--- config.mk ---
export PLATFORM = sky130hd
export DESIGN_NAME = multicycle_alu
export DESIGN_NICKNAME = d
export VERILOG_FILES = /design/src/rtl/multicycle_alu.sv
export SDC_FILE = /design/constraint.sdc
export NUM_CORES = 1
export LEC_CHECK = 0
export CORE_UTILIZATION = 54
export DETAILED_ROUTE_END_ITERATION = 8
export HOLD_SLACK_MARGIN = 0.1
export PLACE_DENSITY = 0.8
export SETUP_SLACK_MARGIN = 0.4
export SKIP_CTS_REPAIR_TIMING = 1
export SYNTH_ARGS = -nofsm -noshare
export SYNTH_HDL_FRONTEND = slang
export SYNTH_SLANG_ARGS = --single-unit
--- constraint.sdc ---
create_clock -name clk -period 3.29 [get_ports clk]
set_input_delay 0.658 -clock clk [delete_from_list [all_inputs] [get_ports clk]]
set_output_delay 0.658 -clock clk [all_outputs]
set_load 0.01 [all_outputs]
--- src/rtl/multicycle_alu.sv ---
// EX-stage ALU: logic, add and LUI finish in one cycle; SLL/SRL run an
// iterative one-bit-per-cycle shifter behind a start/busy/done handshake.
module multicycle_alu #(
  parameter int DATA_WIDTH  = 32,
  parameter int SHAMT_WIDTH = 5
) (
  input  logic                   clk,
  input  logic                   reset,
  input  logic                   start,
  input  logic [3:0]             ALUOperation,
  input  logic [DATA_WIDTH-1:0]  A,
  input  logic [DATA_WIDTH-1:0]  B,
  input  logic [SHAMT_WIDTH-1:0] shamt,
  output logic [DATA_WIDTH-1:0]  ALUResult,
  output logic                   Zero,
  output logic                   Overflow,
  output logic                   Error,
  output logic                   busy,
  output logic                   done
);

  localparam logic [3:0] OP_AND = 4'b0000;
  localparam logic [3:0] OP_OR  = 4'b0001;
  localparam logic [3:0] OP_NOR = 4'b0010;
  localparam logic [3:0] OP_ADD = 4'b0011;
  localparam logic [3:0] OP_SLL = 4'b0100;
  localparam logic [3:0] OP_SRL = 4'b0101;
  localparam logic [3:0] OP_LUI = 4'b1000;

  localparam logic [SHAMT_WIDTH-1:0] CNT_ONE = SHAMT_WIDTH'(1);

  typedef enum logic {
    S_IDLE,
    S_SHIFT
  } state_e;

  state_e                 state_q,  state_d;
  logic [DATA_WIDTH-1:0]  shreg_q,  shreg_d;
  logic [SHAMT_WIDTH-1:0] cnt_q,    cnt_d;
  logic                   dir_q,    dir_d;     // 1 = shift right
  logic [DATA_WIDTH-1:0]  result_q, result_d;
  logic                   zero_q,   zero_d;
  logic                   ovf_q,    ovf_d;
  logic                   err_q,    err_d;
  logic                   done_q,   done_d;

  logic [DATA_WIDTH-1:0] sum;
  logic [DATA_WIDTH-1:0] op_result;
  logic                  op_ovf;
  logic                  op_err;
  logic                  is_shift;
  logic [DATA_WIDTH-1:0] shreg_step;

  // Single-cycle datapath; a shift by zero simply passes B through.
  always_comb begin
    // NOTE: every combinational output gets a default first so no path leaves it unassigned and infers a latch.
    sum       = A + B;
    op_result = '0;
    op_ovf    = 1'b0;
    op_err    = 1'b0;
    is_shift  = 1'b0;
    case (ALUOperation)
      OP_AND: op_result = A & B;
      OP_OR:  op_result = A | B;
      OP_NOR: op_result = ~(A | B);
      OP_ADD: begin
        op_result = sum;
        op_ovf    = (A[DATA_WIDTH-1] == B[DATA_WIDTH-1]) &&
                    (sum[DATA_WIDTH-1] != A[DATA_WIDTH-1]);
      end
      OP_SLL, OP_SRL: begin
        op_result = B;
        is_shift  = 1'b1;
      end
      OP_LUI: op_result = {B[DATA_WIDTH/2-1:0], {(DATA_WIDTH/2){1'b0}}};
      default: op_err = 1'b1;
    endcase
  end

  assign shreg_step = dir_q ? (shreg_q >> 1) : (shreg_q << 1);

  always_comb begin
    state_d  = state_q;
    shreg_d  = shreg_q;
    cnt_d    = cnt_q;
    dir_d    = dir_q;
    result_d = result_q;
    zero_d   = zero_q;
    ovf_d    = ovf_q;
    err_d    = err_q;
    done_d   = 1'b0;
    case (state_q)
      S_IDLE: begin
        if (start) begin
          if (is_shift && (shamt != '0)) begin
            state_d = S_SHIFT;
            shreg_d = B;
            cnt_d   = shamt;
            dir_d   = (ALUOperation == OP_SRL);
          end else begin
            result_d = op_result;
            zero_d   = (op_result == '0);
            ovf_d    = op_ovf;
            err_d    = op_err;
            done_d   = 1'b1;
          end
        end
      end
      S_SHIFT: begin
        shreg_d = shreg_step;
        cnt_d   = cnt_q - CNT_ONE;
        if (cnt_q == CNT_ONE) begin
          state_d  = S_IDLE;
          result_d = shreg_step;
          zero_d   = (shreg_step == '0);
          ovf_d    = 1'b0;
          err_d    = 1'b0;
          done_d   = 1'b1;
        end
      end
      default: state_d = S_IDLE;
    endcase
  end

  // NOTE: state registers use non-blocking assignments so every flop samples pre-edge values.
  always_ff @(posedge clk) begin
    if (reset) begin
      state_q  <= S_IDLE;
      shreg_q  <= '0;
      cnt_q    <= '0;
      dir_q    <= 1'b0;
      result_q <= '0;
      zero_q   <= 1'b1;
      ovf_q    <= 1'b0;
      err_q    <= 1'b0;
      done_q   <= 1'b0;
    end else begin
      state_q  <= state_d;
      shreg_q  <= shreg_d;
      cnt_q    <= cnt_d;
      dir_q    <= dir_d;
      result_q <= result_d;
      zero_q   <= zero_d;
      ovf_q    <= ovf_d;
      err_q    <= err_d;
      done_q   <= done_d;
    end
  end

  assign ALUResult = result_q;
  assign Zero      = zero_q;
  assign Overflow  = ovf_q;
  assign Error     = err_q;
  assign done      = done_q;
  assign busy      = (state_q == S_SHIFT);

endmodule
# Yosys cells after proc, flatten, opt, wreduce, memory -nomap -nowiden

Index checks and enable logic that the tools add are counted.

Reduce and logical (&&, ||, !) cells: 11
Add/subtract/negate cells: 2
Muxes and demuxes: 34
Equal/unequal tests: 13
Bitwise logic cells: 4

Operators by type and width:

| operator                                                           | number |
|---|---|
| 32-bit 2-to-1 mux                                                  | 6 |
| 32-bit case mux with 6 select lines                                | 1 |
| 32-bit case mux with 2 select lines                                | 2 |
| 32-bit zero test                                                   | 2 |
| 32-bit adder                                                       | 1 |
| 32-bit AND                                                         | 1 |
| 32-bit NOT                                                         | 1 |
| 32-bit bitwise OR                                                  | 1 |
| 1-bit 2-to-1 mux                                                   | 17 |
| 5-bit 2-to-1 mux                                                   | 2 |
| 1-bit case mux with 2 select lines                                 | 5 |
| 5-bit case mux with 2 select lines                                 | 1 |
| 4-bit by 2-bit == test with 1-bit output, second input constant    | 2 |
| 4-bit by 3-bit == test with 1-bit output, second input constant    | 2 |
| 7-bit OR reduction                                                 | 1 |
| 2-bit != test, second input constant                               | 3 |
| 3-bit AND reduction                                                | 2 |
| 5-bit by 1-bit == test with 1-bit output, second input constant    | 1 |
| 5-bit nonzero test                                                 | 1 |
| 5-bit by 1-bit subtractor with 5-bit output, second input constant | 1 |
| 4-bit by 1-bit == test with 1-bit output, second input constant    | 1 |
| 4-bit == test, second input constant                               | 1 |
| 4-bit zero test                                                    | 1 |
| 1-bit logical AND                                                  | 2 |
| 6 further kinds                                                    | 6 |

Output and inout port bits: 37
Bits of input ports: 76
Logic and storage cells: 73
Register bits: 75

# Logic depth before layout (Yosys ltp)

Depth in word-level cells: 7
Depth in mapped cells: 13
Depth with buffers taken out: 13

# Least setup slack after synthesis

OpenSTA, ideal clock, no wires.

Path type: in2reg
From: input A[0]
To: register zero_q, in the netlist Zero
Setup slack: 320 ps
Data arrival time: 2,901 ps
Stages on the path: 13
Library setup time: 69 ps
Data required time: 3,221 ps
Buffers on the path: 0
Cells stage by stage: ha_1 inv_1 fa_1 nand2b_1 a211oi_1 nor3_1 xnor2_1 a221o_1 a211oi_1 nand4_1 nor4_1 nand4_1 o21ai_1

Word-level cells in the longest chain between the ends: 7
Elaborated cells between the ends (all ways): 9
Those cells by class: add/sub (1); mux (4); bitwise (3); reduce/logical (1)

RTL lines:

| item                                                                 | line | RTL |
|---|---|---|
| from (decl)                                                          | 11   | `input logic [DATA_WIDTH-1:0] A,` |
| parallel branches: the longest is 2 deep, another holds 32-bit adder | -    |  |
| 32-bit case mux with 6 select lines (*)                              | 62   | `case (ALUOperation)` |
| 32-bit zero test (*)                                                 | 102  | `zero_d = (op_result == '0);` |
| 1-bit 2-to-1 mux (*)                                                 | 95   | `if (is_shift && (shamt != '0)) begin` |
| 1-bit 2-to-1 mux (*)                                                 | 94   | `if (start) begin` |
| 1-bit case mux with 2 select lines (*)                               | 92   | `case (state_q)` |
| to (signal assigned)                                                 | 143  | `zero_q <= zero_d;` |
| to (decl)                                                            | 42   | `logic zero_q, zero_d;` |

Mark *: on every way between the ends. The select of a mux whose other input is x is not followed.
A chain may end at the register's enable or synchronous reset.

# Worst setup path after layout

From: input B[11]
To: register zero_q, in the netlist Zero

Word-level cells in the longest chain between the ends: 7
Elaborated cells between the ends (all ways): 9
Those cells by class: add/sub (1); mux (4); bitwise (3); reduce/logical (1)

RTL lines:

| item                                                                 | line | RTL |
|---|---|---|
| from (decl)                                                          | 12   | `input logic [DATA_WIDTH-1:0] B,` |
| parallel branches: the longest is 2 deep, another holds 32-bit adder | -    |  |
| 32-bit case mux with 6 select lines (*)                              | 62   |  |
| 32-bit zero test (*)                                                 | 102  |  |
| 1-bit 2-to-1 mux (*)                                                 | 95   |  |
| 1-bit 2-to-1 mux (*)                                                 | 94   |  |
| 1-bit case mux with 2 select lines (*)                               | 92   |  |

Marks and branches as above.

==> results.sh <==
export IMPL_drv_slew=0
export IMPL_initial_utilization=0.5645
export IMPL_hold_start="ALUResult[27]"
export IMPL_hold_end="ALUResult[27]"
export IMPL_numCtsBuffers=9
export IMPL_final_nets=1513
export IMPL_ir_worst_vdd_mv=0.2656
export IMPL_setup_viol=0
export IMPL_final_setup_worst_slack_ns=0.2165
export IMPL_final_period_utilization=0.9342
export IMPL_violations="design-rule violations"
export IMPL_whs_ns=0.4688
export IMPL_num_vias=10802
export IMPL_drt_iter0_markers=2043
export IMPL_drive_gt1_frac=0.3421
export IMPL_min_path_cells=2
export IMPL_grt_pass1_wl_um=53540
export IMPL_antenna_found_initial=1
export IMPL_postSynth_asyncResetShare=0
export IMPL_cp_arrival_ns=3.35
export IMPL_dp_hpwl_um=26610
export IMPL_timing_rr_end="Zero"
export IMPL_rr_worst_depth=6
export IMPL_fp_dieW_um=120.6
export IMPL_ys_ff_latch=75
export IMPL_tightest_slew_ns=0.9078
export IMPL_cts_tree="built"
export IMPL_drc=9
export IMPL_maxCapViolations=0
export IMPL_synthCells=1067
export IMPL_fillers=678
export IMPL_wl_per_cell_um=25.55
export IMPL_synth_edf_count=0
export IMPL_hold_viol_final=0
export IMPL_p_leak_uw=0.005244
export IMPL_status="complete, but fails checks"
export IMPL_endpoint_kind="register"
export IMPL_max_slew_margin=0.3929
export IMPL_final_cells=1551
export IMPL_grt_pass1_vias=9714
export IMPL_area_delta_synth_final_pct=57.18
export IMPL_grt_max_degree=76
export IMPL_numPortBuffers=112
export IMPL_ys_flop_type="dfxtp_1"
export IMPL_ant_nets=0
export IMPL_htreeDepth=3
export IMPL_fp_row_count=42
export IMPL_crit_path_start_kind="primary input"
export IMPL_path_clk_slew_ns=0.06
export IMPL_clock_path_buffers=2
export IMPL_hold_class="register to register"
export IMPL_vias_per_cell=6.965
export IMPL_ys_warn_count=0
export IMPL_clock_skew_ns=0.003740
export IMPL_cts_sinks=75
export IMPL_rsz0062_at_grt="yes"
export IMPL_cts_root_buf="clkbuf_16"
export IMPL_insertion_delay_ns=0.34
export IMPL_placedCellCount=1512
export IMPL_r2r_start="dir_q"
export IMPL_worstPathMaxFanout=4
export IMPL_final_cell_area_sq_um=11940
export IMPL_gp_routability_congestion=1.053
export IMPL_post_synth_num_cell_types=74
export IMPL_avgSynthCellArea_sq_um=7.118
export IMPL_period_needed_ns=3.074
export IMPL_grtUsageTotal=0.4857
export IMPL_crit_required_ns=3.57
export IMPL_grt_overflow=0
export IMPL_fin_util=0.8874
export IMPL_rrSetupSlack_ns=0.90
export IMPL_seq_area_frac_synth=0.1977
export IMPL_first_pass_iters=9
export IMPL_dpl_cell_area_sq_um=10480
export IMPL_max_freq_mhz=325.4
export IMPL_synth_fp_nets=1210
export IMPL_core_sq_um=13450
export IMPL_critPathKind="primary input to register"
export IMPL_dp_worst_setup_slack_ns=-0.7217
export IMPL_dieArea_sq_um=14540
export IMPL_syn_area_sq_um=7595
export IMPL_num_io_pins=113
export IMPL_drt_wl_total_um=39630
export IMPL_p_per_area_nw_per_um2=309.9
export IMPL_die_h_um=120.6
==> worst max-delay path, stage by stage <==
cell	delay, ns
dlymetal6s2s_1	0.14
buf_4	0.18
ha_1	0.26
a211oi_2	0.33
o21bai_4	0.13
a221o_1	0.44
a2bb2oi_2	0.16
xnor2_1	0.16
o211ai_1	0.18
buf_4	0.20
nor3_2	0.21
nand4_1	0.13
o21ai_1	0.14
==> logic make-up after synthesis <==
logic type,share of synthesized area
adders and majority gates,0.1114
xor gates and xnor gates,0.02422
muxes,0.05321
DFF,0.1977
buffers and inverters,0.07990
and+or+nand+nor,0.2229
AOI/OAI and AO/OA,0.3107
==> power breakdown <==
| part | total [uW] | internal (uW) | switching, uW |
|---|---|---|---|
| sequential | 1010 | 960 | 54.3 |
| combinational | 1740 | 811 | 928 |
| clock | 946 | 566 | 380 |
==> routing by layer <==
layer	vias up	GRT usage	part of all wire
met5	-	0.03676	0.0017
li1	4499	-	-
met2	1029	0.7381	0.43
met4	2	0.2739	0.076
met3	311	0.1538	0.15
met1	4961	0.6012	0.35
==> cell usage in the layout (no fill, tap or decap), types with 22 or more instances in the layout <==
cell type and instances:
dlymetal6s2s_1 45, ha_4 31, a21oi_1 80, dfxtp_1 74, mux2i_1 37, nand2_1 135, clkdlybuf4s50_1 50, inv_1 44
a31oi_1 22, buf_4 243, inv_2 31, nor2_1 74, o21ai_0 29, nand3_1 26
==> registers in the layout (all words and copies together), names as in the netlist <==
register / flops
Zero: 1
done: 1
ALUResult: 32
shreg_q: 32
cnt_q: 5
dir_q: 1
Overflow: 1
busy: 1
Error: 1
==> worst max path at each step <==
| stage | startpoint | to |
|---|---|---|
| 2_1_floorplan | A[0] | Zero |
| 3_3_place_gp | B[6] | ALUResult[29] |
| 3_5_place_dp | B[6] | ALUResult[29] |
| 4_1_cts | B[6] | ALUResult[29] |
| 5_1_grt | B[0] | Zero |
| 6_report | B[11] | Zero |
==> metrics by stage <==
| stage | TNS (ns) | power, uW |
|---|---|---|
| after detailed placement | -8.679 | 2406 |
| after global routing | 0 | 3781 |
| after CTS | -1.502 | 3335 |
| after global placement | -6.917 | 2380 |
| final | 0 | 3699 |
| after floorplan | 0 | 1692 |
==> cell usage after synthesis, types with 6 or more instances <==
library cell,instances,share of area
xnor2_1,12,0.014
buf_1,6,0.0030
a21oi_1,96,0.063
o21ai_0,48,0.032
nor4_1,15,0.012
nand2b_1,19,0.016
inv_1,75,0.037
o211ai_1,18,0.018
dfxtp_1,75,0.20
o22ai_1,6,0.0049
and3_1,10,0.0082
ha_1,66,0.11
xor2_1,9,0.010
nor2b_1,8,0.0066
and2_1,8,0.0066
a31oi_1,23,0.019
nand4_1,19,0.016
nor2_1,79,0.039
clkbuf_1,58,0.029
buf_2,14,0.0092
a222oi_1,9,0.012
o21bai_1,8,0.0079
mux2i_1,37,0.049
nand2_1,137,0.068
a21o_1,15,0.015
a211o_1,6,0.0069
a211oi_1,31,0.031
nor3_1,15,0.0099
a221oi_1,7,0.0081
o221ai_1,12,0.014
nand3_1,28,0.018
a311oi_1,10,0.012
==> area by class of cell <==
cell class | count | area, sq um | area share
multi-input combinational | 837 | 6416 | 0.5375
timing repair buffer | 371 | 3231 | 0.2706
sequential | 75 | 1503 | 0.1259
inverter | 76 | 285.3 | 0.02390
clock buffer | 13 | 270.3 | 0.02264
tap | 176 | 220.2 | 0.01845
clock inverter | 2 | 10.01 | 0.0008385
antenna | 1 | 2.502 | 0.0002096
Power figures use the tool's default switching activity.
